===== src/rtl/cvxif_regs_ctrl_pkg.sv =====
// Shared types and default sizing for the CV-X-IF register bank and its load sequencer.
package cvxif_regs_ctrl_pkg;

  localparam int NB_OF_REGS_DEF = 150;
  localparam int REG_WIDTH_DEF  = 9;

  typedef enum logic [2:0] {
    IDLE,
    LOAD,
    FULL,
    RUN,
    CLEAR
  } ctrl_state_e;

endpackage


===== src/rtl/cvxif_regs_load_ctrl.sv =====
// Load sequencer for the CV-X-IF register bank: fills it over valid/ready, launches the consumer, dumps on done/abort.
// Write path has 1-cycle latency; in_ready_o drops combinationally on clear_i and whenever the bank is full or busy.
module cvxif_regs_load_ctrl
  import cvxif_regs_ctrl_pkg::*;
#(
  parameter int NB_OF_REGS = NB_OF_REGS_DEF,
  parameter int REG_WIDTH  = REG_WIDTH_DEF,
  parameter int CNT_WIDTH  = $clog2(NB_OF_REGS + 1)
) (
  input  logic                 clk_i,
  input  logic                 rst_ni,
  input  logic                 clear_i,
  input  logic                 in_valid_i,
  input  logic [REG_WIDTH-1:0] in_data_i,
  output logic                 in_ready_o,
  input  logic                 run_i,
  input  logic                 done_i,
  output logic                 regs_we_o,
  output logic [REG_WIDTH-1:0] regs_data_o,
  output logic                 regs_dump_o,
  output logic                 start_o,
  output logic                 abort_o,
  output logic [CNT_WIDTH-1:0] count_o,
  output logic                 full_o,
  output logic                 busy_o,
  output logic                 err_o
);

  localparam logic [CNT_WIDTH-1:0] CNT_MAX  = CNT_WIDTH'(NB_OF_REGS);
  localparam logic [CNT_WIDTH-1:0] CNT_LAST = CNT_WIDTH'(NB_OF_REGS - 1);

  ctrl_state_e            state_q, state_d;
  logic [CNT_WIDTH-1:0]   count_q, count_d;
  logic                   we_q, we_d;
  logic [REG_WIDTH-1:0]   data_q, data_d;
  logic                   start_q, start_d;
  logic                   abort_q, abort_d;
  logic                   err_q, err_d;
  logic                   accept;

  always_ff @(posedge clk_i or negedge rst_ni) begin
    if (!rst_ni) begin
      state_q <= IDLE;
    end else begin
      state_q <= state_d;
    end
  end

  // clear_i wins over every other request except while already clearing.
  always_comb begin
    state_d = state_q;
    if (clear_i && state_q != CLEAR) begin
      state_d = CLEAR;
    end else begin
      case (state_q)
        IDLE:    if (accept) state_d = (count_q == CNT_LAST) ? FULL : LOAD;
        LOAD:    if (accept && count_q == CNT_LAST) state_d = FULL;
        FULL:    if (run_i) state_d = RUN;
        RUN:     if (done_i) state_d = CLEAR;
        CLEAR:   state_d = IDLE;
        default: state_d = IDLE;
      endcase
    end
  end

  always_comb begin
    in_ready_o  = (state_q == IDLE || state_q == LOAD) && !clear_i;
    busy_o      = (state_q == RUN);
    regs_dump_o = (state_q == CLEAR);
  end

  assign accept = in_valid_i && in_ready_o;

  always_comb begin
    count_d = count_q;
    if (state_q == CLEAR) begin
      count_d = '0;
    end else if (accept && count_q != CNT_MAX) begin
      count_d = count_q + CNT_WIDTH'(1);
    end

    we_d    = accept;
    data_d  = accept ? in_data_i : data_q;
    start_d = (state_q == FULL) && run_i && !clear_i;
    abort_d = (state_q == RUN) && clear_i;

    // The dump cycle wipes the error flag, even if run_i arrives during it.
    if (state_q == CLEAR) begin
      err_d = 1'b0;
    end else begin
      err_d = err_q || (run_i && !clear_i && state_q != FULL);
    end
  end

  always_ff @(posedge clk_i or negedge rst_ni) begin
    if (!rst_ni) begin
      count_q <= '0;
      we_q    <= 1'b0;
      data_q  <= '0;
      start_q <= 1'b0;
      abort_q <= 1'b0;
      err_q   <= 1'b0;
    end else begin
      count_q <= count_d;
      we_q    <= we_d;
      data_q  <= data_d;
      start_q <= start_d;
      abort_q <= abort_d;
      err_q   <= err_d;
    end
  end

  assign regs_we_o   = we_q;
  assign regs_data_o = data_q;
  assign start_o     = start_q;
  assign abort_o     = abort_q;
  assign count_o     = count_q;
  assign full_o      = (count_q == CNT_MAX);
  assign err_o       = err_q;

endmodule


===== config.mk =====
export PLATFORM = sky130hd
export DESIGN_NAME = cvxif_regs_load_ctrl
export DESIGN_NICKNAME = d
export VERILOG_FILES = /design/src/rtl/cvxif_regs_ctrl_pkg.sv /design/src/rtl/cvxif_regs_load_ctrl.sv
export SDC_FILE = /design/constraint.sdc
export NUM_CORES = 1
export LEC_CHECK = 0
export BUFFER_PORTS_ARGS = -buffer_cell sky130_fd_sc_hd__buf_4
export CAP_MARGIN = 20
export CORE_MARGIN = 8
export CORE_UTILIZATION = 48
export CTS_CLUSTER_SIZE = 16
export DETAILED_ROUTE_END_ITERATION = 10
export PLACE_DENSITY = 0.76
export SETUP_SLACK_MARGIN = 0.1
export SYNTH_ARGS = -nofsm -noshare
export SYNTH_HDL_FRONTEND = slang
export SYNTH_SLANG_ARGS = --single-unit

===== constraint.sdc =====
create_clock -name clk_i -period 2.02 [get_ports clk_i]
set_input_delay 0.101 -clock clk_i [delete_from_list [all_inputs] [get_ports clk_i]]
set_output_delay 0.101 -clock clk_i [all_outputs]
set_load 0.02 [all_outputs]

======== After elaboration in Yosys (flattened, before gate mapping) ========
Index checks and enable logic that the tools add are counted.
word-level totals
  logic and storage cells ................. 47
  bits in registers ....................... 24
  bits of input ports ..................... 15
  output and inout bits ................... 25
operators by class
  equal/unequal tests ..................... 13
  add/subtract/negate cells ............... 1
  reductions and logical operators ........ 16
  muxes and demuxes ....................... 10
operators with widths
  kind                                                    count
  == test 8 bit (second input constant)                   2
  2-to-1 mux 8 bit                                        2
  2-to-1 mux 3 bit                                        5
  inequality test 3 bit (second input constant)           4
  case mux 3 bit (4 select lines)                         1
  logical AND 1 bit                                       10
  adder 8 x 1 -> 8 bit (second input constant)            1
  inequality test 8 bit (second input constant)           1
  == test 3 x 2 -> 1 bit (second input constant)          2
  inequality test 3 x 2 -> 1 bit (second input constant)  2
  AND reduction 4 bit                                     1
  == test 3 x 1 -> 1 bit (second input constant)          1
  == test 3 bit (second input constant)                   1
  zero test 3 bit                                         1
  logical OR 1 bit                                        2
  2-to-1 mux 2 bit                                        1
  nonzero test 2 bit                                      1
  zero test 1 bit                                         1
  2-to-1 mux 1 bit                                        1

======== Longest topological paths before layout ========
Gate-level depths: netlist of run 1.
  depth after elaboration ................. 8
  mapped depth ............................ 6
  mapped depth without buffers ............ 6

======== Worst setup path after synthesis of run 1 ========
Ideal clock, no wire load.
  kind .................................... register -> register
  start point ............................. register count_q[0], in the netlist count_o[0]
  end point ............................... register count_q[5], in the netlist count_o[5]
  buffers on the path ..................... 0
  cell stages (with the launch flop) ...... 7
  data required time ...................... 1.941 ns
  period minus slack after synthesis ...... 1.742 ns
  setup time .............................. 0.079 ns
  slack ................................... 0.278 ns
  data arrival time ....................... 1.663 ns
  path through ............................ dfrtp_1 inv_1 ha_1 nand3b_1 o21ai_2 or4_1 a21oi_1
between the ends
  cells in the longest elaborated chain, start to end .. 3
ends and longest elaborated chain
  item                                                           RTL line                                                text
  start: declaration                                             cvxif_regs_load_ctrl.sv:33                              logic [CNT_WIDTH-1:0] count_q, count_d;
  start signal: assignment                                       cvxif_regs_load_ctrl.sv:104                             count_q <= count_d;
  adder 8 x 1 -> 8 bit or inequality test 8 bit (tied branches)  cvxif_regs_load_ctrl.sv:79, cvxif_regs_load_ctrl.sv:78
  2-to-1 mux 8 bit or logical AND 1 bit (tied branches)          cvxif_regs_load_ctrl.sv:78                              end else if (accept && count_q != CNT_MAX) begin
  2-to-1 mux 8 bit or nonzero test 2 bit (tied branches)         --
Parallel ways exist; a longest one is shown, timed or not. The select of a mux whose other input is x is not followed.
A chain may end at the register's enable or synchronous reset.

======== Final worst setup path of run 1 ========
  start point ............................. register count_q[0], in the netlist count_o[0]
  end point ............................... register count_q[7], in the netlist count_o[7]
The elaborated chain is that of the path after synthesis.

==> out/summary.txt, run 1 <==
status -> finished clean
critical-path maximum fanout -> 10
Synth Cell Area -> 0.00116 mm^2
Worst-path clk slew -> 0.14 ns
CTS H-Tree Depth -> 1
Mean Syn Cell Area -> 11.4 um^2
CTS tree -> done
DP Wirelength -> 1970 um
worst r2r dst -> count_o[7]$_DFFE_PN0P_
share of cells above drive strength 1 -> 0.383
fin nets -> 168
IO Pins -> 40
Final Util -> 0.671
Worst-Skew Late Latency -> 0.32 ns
Crit. Startpoint -> count_o[0]$_DFFE_PN0P_
die area -> 0.00426 mm^2
first-pass GRT wire length -> 4350 um
Worst Setup Path Type -> register to register
Die X -> 65.3 um
post-synthesis cell count -> 102
CP Capture Type -> register
Diodes inserted -> 0
# setup viols final -> 0
Worst Hold Class -> input port to register
Yosys reg bits -> 24
total global-route track usage -> 0.128
FP Rows -> 18
DR iter-0 viols -> 17
CTS buffer count -> 3
grt total ovfl -> 0
Via density -> 5.11
GP Congestion -> 0.855
Die Height -> 65.3 um
Post-synth ARST share -> 1.00
WL final -> 2770 um
Synth area leaders -> dfrtp_1 52%, mux2_2 8.7%, ha_1 3.2%
Pwr per Cell Area -> 792 mW/mm^2
WHS -> 0.00841 ns
Max Root-Sink Buffers -> 2
most frequent cell after synthesis -> dfrtp_1
Fill cells -> 184
Hold Path Origin -> in_data_i[5]
via count -> 914
core area -> 0.00239 mm^2
reg-to-reg startpoint -> count_o[0]$_DFFE_PN0P_
Leakage -> 0.749 nW
period utilisation layout -> 0.881
vias in the first global route -> 953
routed len/inst -> 15.5 um
setup slack, reg-to-reg -> 0.24 ns
initial antenna violation count -> 0
Max VDD drop -> 0.559 mV
sequential area share after synthesis -> 0.516
RSZ-0062 raised after global routing -> no
DRT Pass-1 Iters -> 4
Setup TNS -> 0 ns
syn nets -> 120
Max Cap Violations -> 0
Starting Density -> 0.488
Fin. Hold Viols -> 0
clock root cell -> clkbuf_4
Post-synth top cells -> 24 x dfrtp_1, 9 x mux2_2, 7 x a21oi_1, 7 x nor2_1, 6 x nand2_1
DP Cell Count -> 168
normalized max-slew margin -> 0.752
prevailing post-synth register cell -> dfrtp_1
Yosys top cell area share -> 0.516
Sink Count -> 24
skew final -> 0.00585 ns
Worst EP arrival -> 2.03 ns
hold-critical path depth -> 2
Synthesis Warnings -> 0
WP data required -> 2.27 ns
Post-synth EDFFs -> 0
Tightest Pin Transition -> 0.371 ns
Post-Layout Cell Count -> 179
clock period minus worst slack -> 1.78 ns
end of the worst hold path -> regs_data_o[5]$_DFFE_PN0P_
Area Overhead vs Synth -> 37.5%
Slew Viols, Final -> 0
distinct cell type count after synthesis -> 34
top cell type by total area after synthesis -> dfrtp_1
R2R cell count -> 6
Worst setup SP type -> register
fmax -> 562 MHz
largest net degree at the start of global routing -> 25
DRC errors left -> 0
post-route ant nets -> 0
Buffers on Ports -> 39
==> layout make-up <==
type / count / area [um^2] / share of cell area
Clock buffer: 3 / 22.5 / 0.0141
Clock inverter: 1 / 30.0 / 0.0187
Inverter: 5 / 18.8 / 0.0117
Multi-Input combinational cell: 69 / 522 / 0.326
Sequential cell: 24 / 601 / 0.375
Tap cell: 30 / 37.5 / 0.0234
Timing Repair Buffer: 47 / 370 / 0.231
==> layout by cell type, fill, tap and decap left out, types with 3 or more instances in the layout <==
master / instances
buf_4: 40
a21oi_1: 7
dlygate4sd3_1: 7
mux2_2: 9
dfrtp_1: 24
or4_1: 3
nor2_1: 7
ha_1: 3
inv_1: 4
nand2_1: 6
clkbuf_4: 3
o31ai_1: 3
xor2_1: 3
==> layer usage <==
layer / wire [um] / global-route usage
met4: 46 / 0.0490
met2: 1270 / 0.210
met5: 0 / 0
met3: 207 / 0.0459
met1: 1250 / 0.148
==> metrics by stage <==
stage / total power, mW / worst slack [ns] / area (um^2)
after global placement: 0.908 / 0.354 / 1480
final: 1.27 / 0.241 / 1600
after CTS: 1.27 / 0.173 / 1550
after global routing: 1.33 / 0.145 / 1600
after floorplan: 0.761 / 0.278 / 1160
after detailed placement: 0.922 / 0.297 / 1480
==> flip-flops by register name, summed over array words and instances, names as in the netlist <==
name,count
abort_o,1
count_o,8
err_o,1
regs_data_o,9
regs_we_o,1
start_o,1
state_q,3
==> what timing repair did <==
action	in CTS	in global routing
endpoints found under the setup margin	0	1
buffers inserted	0	0
resized for setup	0	1
endpoints found under the hold margin	25	5
hold buffers	2	5
==> worst max-delay path by stage <==
stage / endpoint / slack (ns) / cells after the start
after floorplan: count_o[5]$_DFFE_PN0P_ / 0.28 / 6
after global placement: count_o[5]$_DFFE_PN0P_ / 0.35 / 6
after detailed placement: count_o[7]$_DFFE_PN0P_ / 0.30 / 6
after CTS: regs_dump_o / 0.17 / 4
after global routing: count_o[7]$_DFFE_PN0P_ / 0.15 / 6
final: count_o[7]$_DFFE_PN0P_ / 0.24 / 6
==> power by group <==
group          internal [mW]  switching (mW)
clock network          0.201           0.148
logic                  0.161           0.173
registers              0.539          0.0470
total                  0.900           0.368
==> cells by family (layout without fill, tap and decap cells) <==
group,after synthesis,count (layout),share of synthesized area
and+or+nand+nor,33,33,0.178
DFF,24,24,0.516
AOI/OAI and AO/OA,19,19,0.111
muxes,11,11,0.104
buffers and inverters,9,56,0.0365
adders and majority gates,3,3,0.0322
xor gates and xnor gates,3,3,0.0226
==> worst max-delay path, cell delays in order (launching register included) <==
cell	delay, ns
dfrtp_1	0.48
inv_1	0.07
ha_1	0.19
nand3b_1	0.18
o21ai_2	0.16
or4_1	0.49
a21oi_1	0.15
Note: power is estimated with default switching activity, not from simulation.
==> run 2, diff against run 1 <==
--- a/config.mk
+++ b/config.mk
@@ -7,11 +7,13 @@
 export LEC_CHECK = 0
 export BUFFER_PORTS_ARGS = -buffer_cell sky130_fd_sc_hd__buf_4
 export CAP_MARGIN = 20
+export CORE_ASPECT_RATIO = 0.9
 export CORE_MARGIN = 8
 export CORE_UTILIZATION = 48
 export CTS_CLUSTER_SIZE = 16
 export DETAILED_ROUTE_END_ITERATION = 10
 export PLACE_DENSITY = 0.76
+export RECOVER_POWER = 100
 export SETUP_SLACK_MARGIN = 0.1
 export SYNTH_ARGS = -nofsm -noshare
 export SYNTH_HDL_FRONTEND = slang
==> run 2 against run 1 <==
Net effect:
- via count increased by 3.9%
- first-iteration DRC count decreased by 5.9%
- critical path depth unchanged
==> out/summary.txt, run 2 (synthesis results as in run 1) <==
IO Pins -> 40
Via density -> 5.31
Worst EP arrival -> 2.06 ns
total global-route track usage -> 0.136
die area -> 0.00426 mm^2
status -> finished clean
core area -> 0.00238 mm^2
Max Root-Sink Buffers -> 2
Worst Hold Class -> input port to register
Final Util -> 0.643
Slowest-stage cell, CP -> or4_1
RSZ-0062 raised after global routing -> no
Area Overhead vs Synth -> 31.6%
Final Cell Area -> 0.00153 mm^2
clock root cell -> clkbuf_4
clock period minus worst slack -> 1.82 ns
final setup margin -> 0.204 ns
DR iter-0 viols -> 16
DP Wirelength -> 2090 um
overall power -> 1.22 mW
grt total ovfl -> 0
Sink Count -> 24
Starting Density -> 0.489
Setup Fix Bufs, Post-CTS -> 0
Fin. Hold Viols -> 0
WP data required -> 2.26 ns
Leakage -> 0.666 nW
via count -> 950
Max VDD drop -> 0.634 mV
GP Congestion -> 0.892
Fill cells -> 204
Hold Path Origin -> in_data_i[1]
slowest stage delay, CP -> 0.49 ns
Multi-input gate area -> 522 um^2
commonest non-fill, non-tap cell in the layout -> dfrtp_1
Worst-path clk slew -> 0.14 ns
CTS buffer count -> 3
Post-Layout Cell Count -> 179
Setup TNS -> 0 ns
Die Height -> 62.7 um
top cell family by delay on the critical path -> simple AND/OR/NAND/NOR gates
Crit. Startpoint -> count_o[0]$_DFFE_PN0P_
DRT Pass-1 Iters -> 4
skew final -> 0.0103 ns
fmax -> 551 MHz
first-pass GRT wire length -> 4600 um
Max Cap Violations -> 0
normalized max-slew margin -> 0.178
post-route ant nets -> 0
Buffers on Ports -> 39
Diodes inserted -> 0
critical-path maximum fanout -> 10
Sequential cell area -> 601 um^2
reg-to-reg startpoint -> count_o[0]$_DFFE_PN0P_
Slew Viols, Final -> 0
dpl cell area -> 0.00148 mm^2
Place WS -> 0.257 ns
fin nets -> 170
Tightest Pin Transition -> 1.23 ns
period utilisation layout -> 0.899
share of cells above drive strength 1 -> 0.225
initial antenna violation count -> 0
Die X -> 67.9 um
most frequent cells in the layout -> 24 x dfrtp_1, 23 x clkbuf_1, 17 x buf_4
WL final -> 2850 um
DRC errors left -> 0
DP Cell Count -> 166
CTS tree -> done
vias in the first global route -> 998
CP Capture Type -> register
worst path cell trace -> inv_1 > ha_1 > nand3b_1 > o21ai_2 > or4_1 > a21oi_1
CTS H-Tree Depth -> 1
Worst Setup Path Type -> register to register
Bufs and invs on worst path -> 1
routed len/inst -> 15.9 um
largest net degree at the start of global routing -> 25
WHS -> 0.0155 ns
Worst-Skew Late Latency -> 0.32 ns
# setup viols final -> 0
Worst setup SP type -> register
Pwr per Cell Area -> 799 mW/mm^2
FP Rows -> 17
max reg flops -> 9
==> run 2: layout make-up <==
cell class,instances,area share
Clock buffer,3,0.0147
Clock inverter,1,0.0196
Inverter,5,0.0122
Multi-Input combinational cell,69,0.340
Sequential cell,24,0.392
Tap cell,28,0.0229
Timing Repair Buffer,49,0.198
==> run 2: layer usage <==
metal	global-route usage	wire [um]	up-vias	share of wire
li1	-	-	465	-
met4	0.0512	26	0	0.0091
met5	0	0	-	0
met3	0.0627	298	4	0.10
met1	0.154	1130	445	0.40
met2	0.215	1390	36	0.49
==> run 2: repair_timing <==
| item | CTS | global route |
|---|---|---|
| endpoints found under the hold margin | 27 | 5 |
| resized for setup | 0 | 2 |
| hold buffers | 4 | 5 |
| endpoints found under the setup margin | 0 | 2 |
==> run 2: final timing paths <==
check                                              to  slack (ns)  depth (start not counted)
min in group asynchronous      state_q[0]$_DFFE_PN0P_        0.54                          2
hold / removal             regs_data_o[1]$_DFFE_PN0P_        0.02                          2
hold reg to reg            regs_data_o[6]$_DFFE_PN0P_        0.52                          1
setup reg to reg               count_o[5]$_DFFE_PN0P_        0.20                          6
setup / recovery               count_o[5]$_DFFE_PN0P_        0.20                          6
max in group asynchronous  regs_data_o[3]$_DFFE_PN0P_        0.74                          2
==> run 2: worst reg2reg max path, stage by stage, from the launching register on <==
cell and delay [ns]:
dfrtp_1 0.48, inv_1 0.07, ha_1 0.19, nand3b_1 0.18, o21ai_2 0.15, or4_1 0.49
a21oi_1 0.17
==> run 2: power breakdown <==
group / leakage (nW) / total, mW / switching (mW) / internal (mW)
Clock: 0.0279 / 0.346 / 0.146 / 0.201
Combinational: 0.328 / 0.294 / 0.175 / 0.119
Sequential: 0.309 / 0.584 / 0.0458 / 0.539
Total: 0.666 / 1.22 / 0.366 / 0.858
==> run 3, diff against run 2 <==
--- a/config.mk
+++ b/config.mk
@@ -14,6 +14,7 @@
 export DETAILED_ROUTE_END_ITERATION = 10
 export PLACE_DENSITY = 0.76
 export RECOVER_POWER = 100
+export REMOVE_ABC_BUFFERS = 1
 export SETUP_SLACK_MARGIN = 0.1
 export SYNTH_ARGS = -nofsm -noshare
 export SYNTH_HDL_FRONTEND = slang
==> run 3 against run 2 <==
Net effect:
- register-to-register slack improved by 0.02 ns
- hold slack got worse by 0.0071 ns
- routed wire length fell by 2.0%
- critical path depth fell by 2
- critical path type is now register to output pin
==> out/summary.txt, run 3 (synthesis results as in run 1) <==
Max VDD drop -> 0.631 mV
Worst-path clk slew -> 0.13 ns
routed len/inst -> 15.7 um
DRC errors left -> 0
vias in the first global route -> 991
Die X -> 67.9 um
status -> finished clean
DRT Pass-1 Iters -> 4
GP Congestion -> 0.779
first-pass GRT wire length -> 4440 um
CP Capture Type -> output pin
total global-route track usage -> 0.131
Worst setup SP type -> register
Max Cap Violations -> 0
Diodes inserted -> 0
Area Overhead vs Synth -> 30.4%
share of cells above drive strength 1 -> 0.213
core area -> 0.00238 mm^2
initial antenna violation count -> 0
Worst Hold Class -> input port to register
# setup viols final -> 0
grt total ovfl -> 0
Slew Viols, Final -> 0
GR peak layer -> met2
Slowest-stage cell, CP -> dfrtp_1
largest net degree at the start of global routing -> 25
WP data required -> 1.92 ns
met2 Usage GRT -> 0.200
Worst Setup Path Type -> register to output pin
skew final -> 0.00172 ns
FP Rows -> 17
Fin. Hold Viols -> 0
Bufs and invs on worst path -> 2
dpl cell area -> 0.00148 mm^2
Final Cell Area -> 0.00152 mm^2
Die Height -> 62.7 um
DR iter-0 viols -> 30
clock period minus worst slack -> 1.84 ns
post-route ant nets -> 0
top cell family by delay on the critical path -> simple AND/OR/NAND/NOR gates
DP Wirelength -> 2040 um
M1 GR Usage -> 0.161
die area -> 0.00426 mm^2
Worst EP arrival -> 1.74 ns
RSZ-0062 raised after global routing -> no
critical-path maximum fanout -> 7
clock root cell -> clkbuf_4
normalized max-slew margin -> 0.151
IO Pins -> 40
Worst-Skew Late Latency -> 0.32 ns
Buffers on Ports -> 39
Sequential cell area -> 601 um^2
Leakage -> 0.659 nW
period utilisation layout -> 0.911
worst path cell trace -> nand2b_1 > or2_2 > inv_1 > buf_4
CTS buffer count -> 3
CTS tree -> done
Multi-input gate area -> 522 um^2
max reg flops -> 9
fin nets -> 169
Max Root-Sink Buffers -> 2
Pwr per Cell Area -> 805 mW/mm^2
CTS H-Tree Depth -> 1
Tightest Pin Transition -> 1.27 ns
fmax -> 543 MHz
most frequent cells in the layout -> 24 x dfrtp_1, 24 x clkbuf_1, 16 x buf_4
Fill cells -> 211
slowest stage delay, CP -> 0.49 ns
WL final -> 2790 um
via count -> 956
Via density -> 5.37
overall power -> 1.22 mW
Sink Count -> 24
met3 GRT Util -> 0.0627
Starting Density -> 0.489
==> run 3: cell count changes in the layout (fill, tap and decap cells not counted), sizes merged <==
cell and delta:
buf -1, clkbuf +1, dlygate4sd3 -1
==> run 3: cell type report <==
class,count,share of cell area
inverter,5,0.0124
tap,28,0.0231
clock buffer,3,0.0148
sequential,24,0.395
multi-input combinational,69,0.343
clock inverter,1,0.0198
timing repair buffer,48,0.191
==> run 3: where the power goes <==
part	switching (mW)	leakage [nW]	internal (mW)
Clock	0.150	0.0279	0.201
Combinational	0.172	0.322	0.114
Sequential	0.0479	0.309	0.539
==> run 3: through the flow <==
step	worst slack [ns]	utilization	TNS, ns	hold WS (ns)	cells
floorplan	-0.0235	-	-0.0470	-0.195	98
global placement	0.346	0.620	0	0.0120	166
detailed placement	0.273	0.620	0	0.0164	166
CTS	0.186	0.667	0	0.000803	176
global route	0.0777	0.638	0	0.000727	178
finish	0.180	0.638	0	0.00843	178
==> run 3: path summary, 6_finish.rpt <==
path	startpoint	to	slack (ns)	cells after the start
min in group asynchronous	rst_ni	count_o[3]$_DFFE_PN0P_	0.57	2
max in group asynchronous	rst_ni	err_o$_DFF_PN0_	0.71	2
worst min-delay path	in_data_i[2]	regs_data_o[2]$_DFFE_PN0P_	0.008	2
worst max-delay path	state_q[1]$_DFFE_PN0P_	regs_dump_o	0.18	4
worst max register to register	count_o[0]$_DFFE_PN0P_	count_o[7]$_DFFE_PN0P_	0.22	6
worst min register to register	regs_data_o[0]$_DFFE_PN0P_	regs_data_o[0]$_DFFE_PN0P_	0.52	1
==> run 3: routing by layer <==
| layer | wire (um) | vias up |
|---|---|---|
| li1 | - | 464 |
| met1 | 1240 | 454 |
| met2 | 1290 | 36 |
| met3 | 246 | 2 |
| met4 | 18 | 0 |
| met5 | 0 | - |
==> run 3: what timing repair did <==
item                                    in CTS  in global routing
endpoints found under the hold margin       29                  2
endpoints found under the setup margin       0                  1
hold buffers                                 6                  2
buffers inserted                             0                  0
gates resized for setup                      0                  1
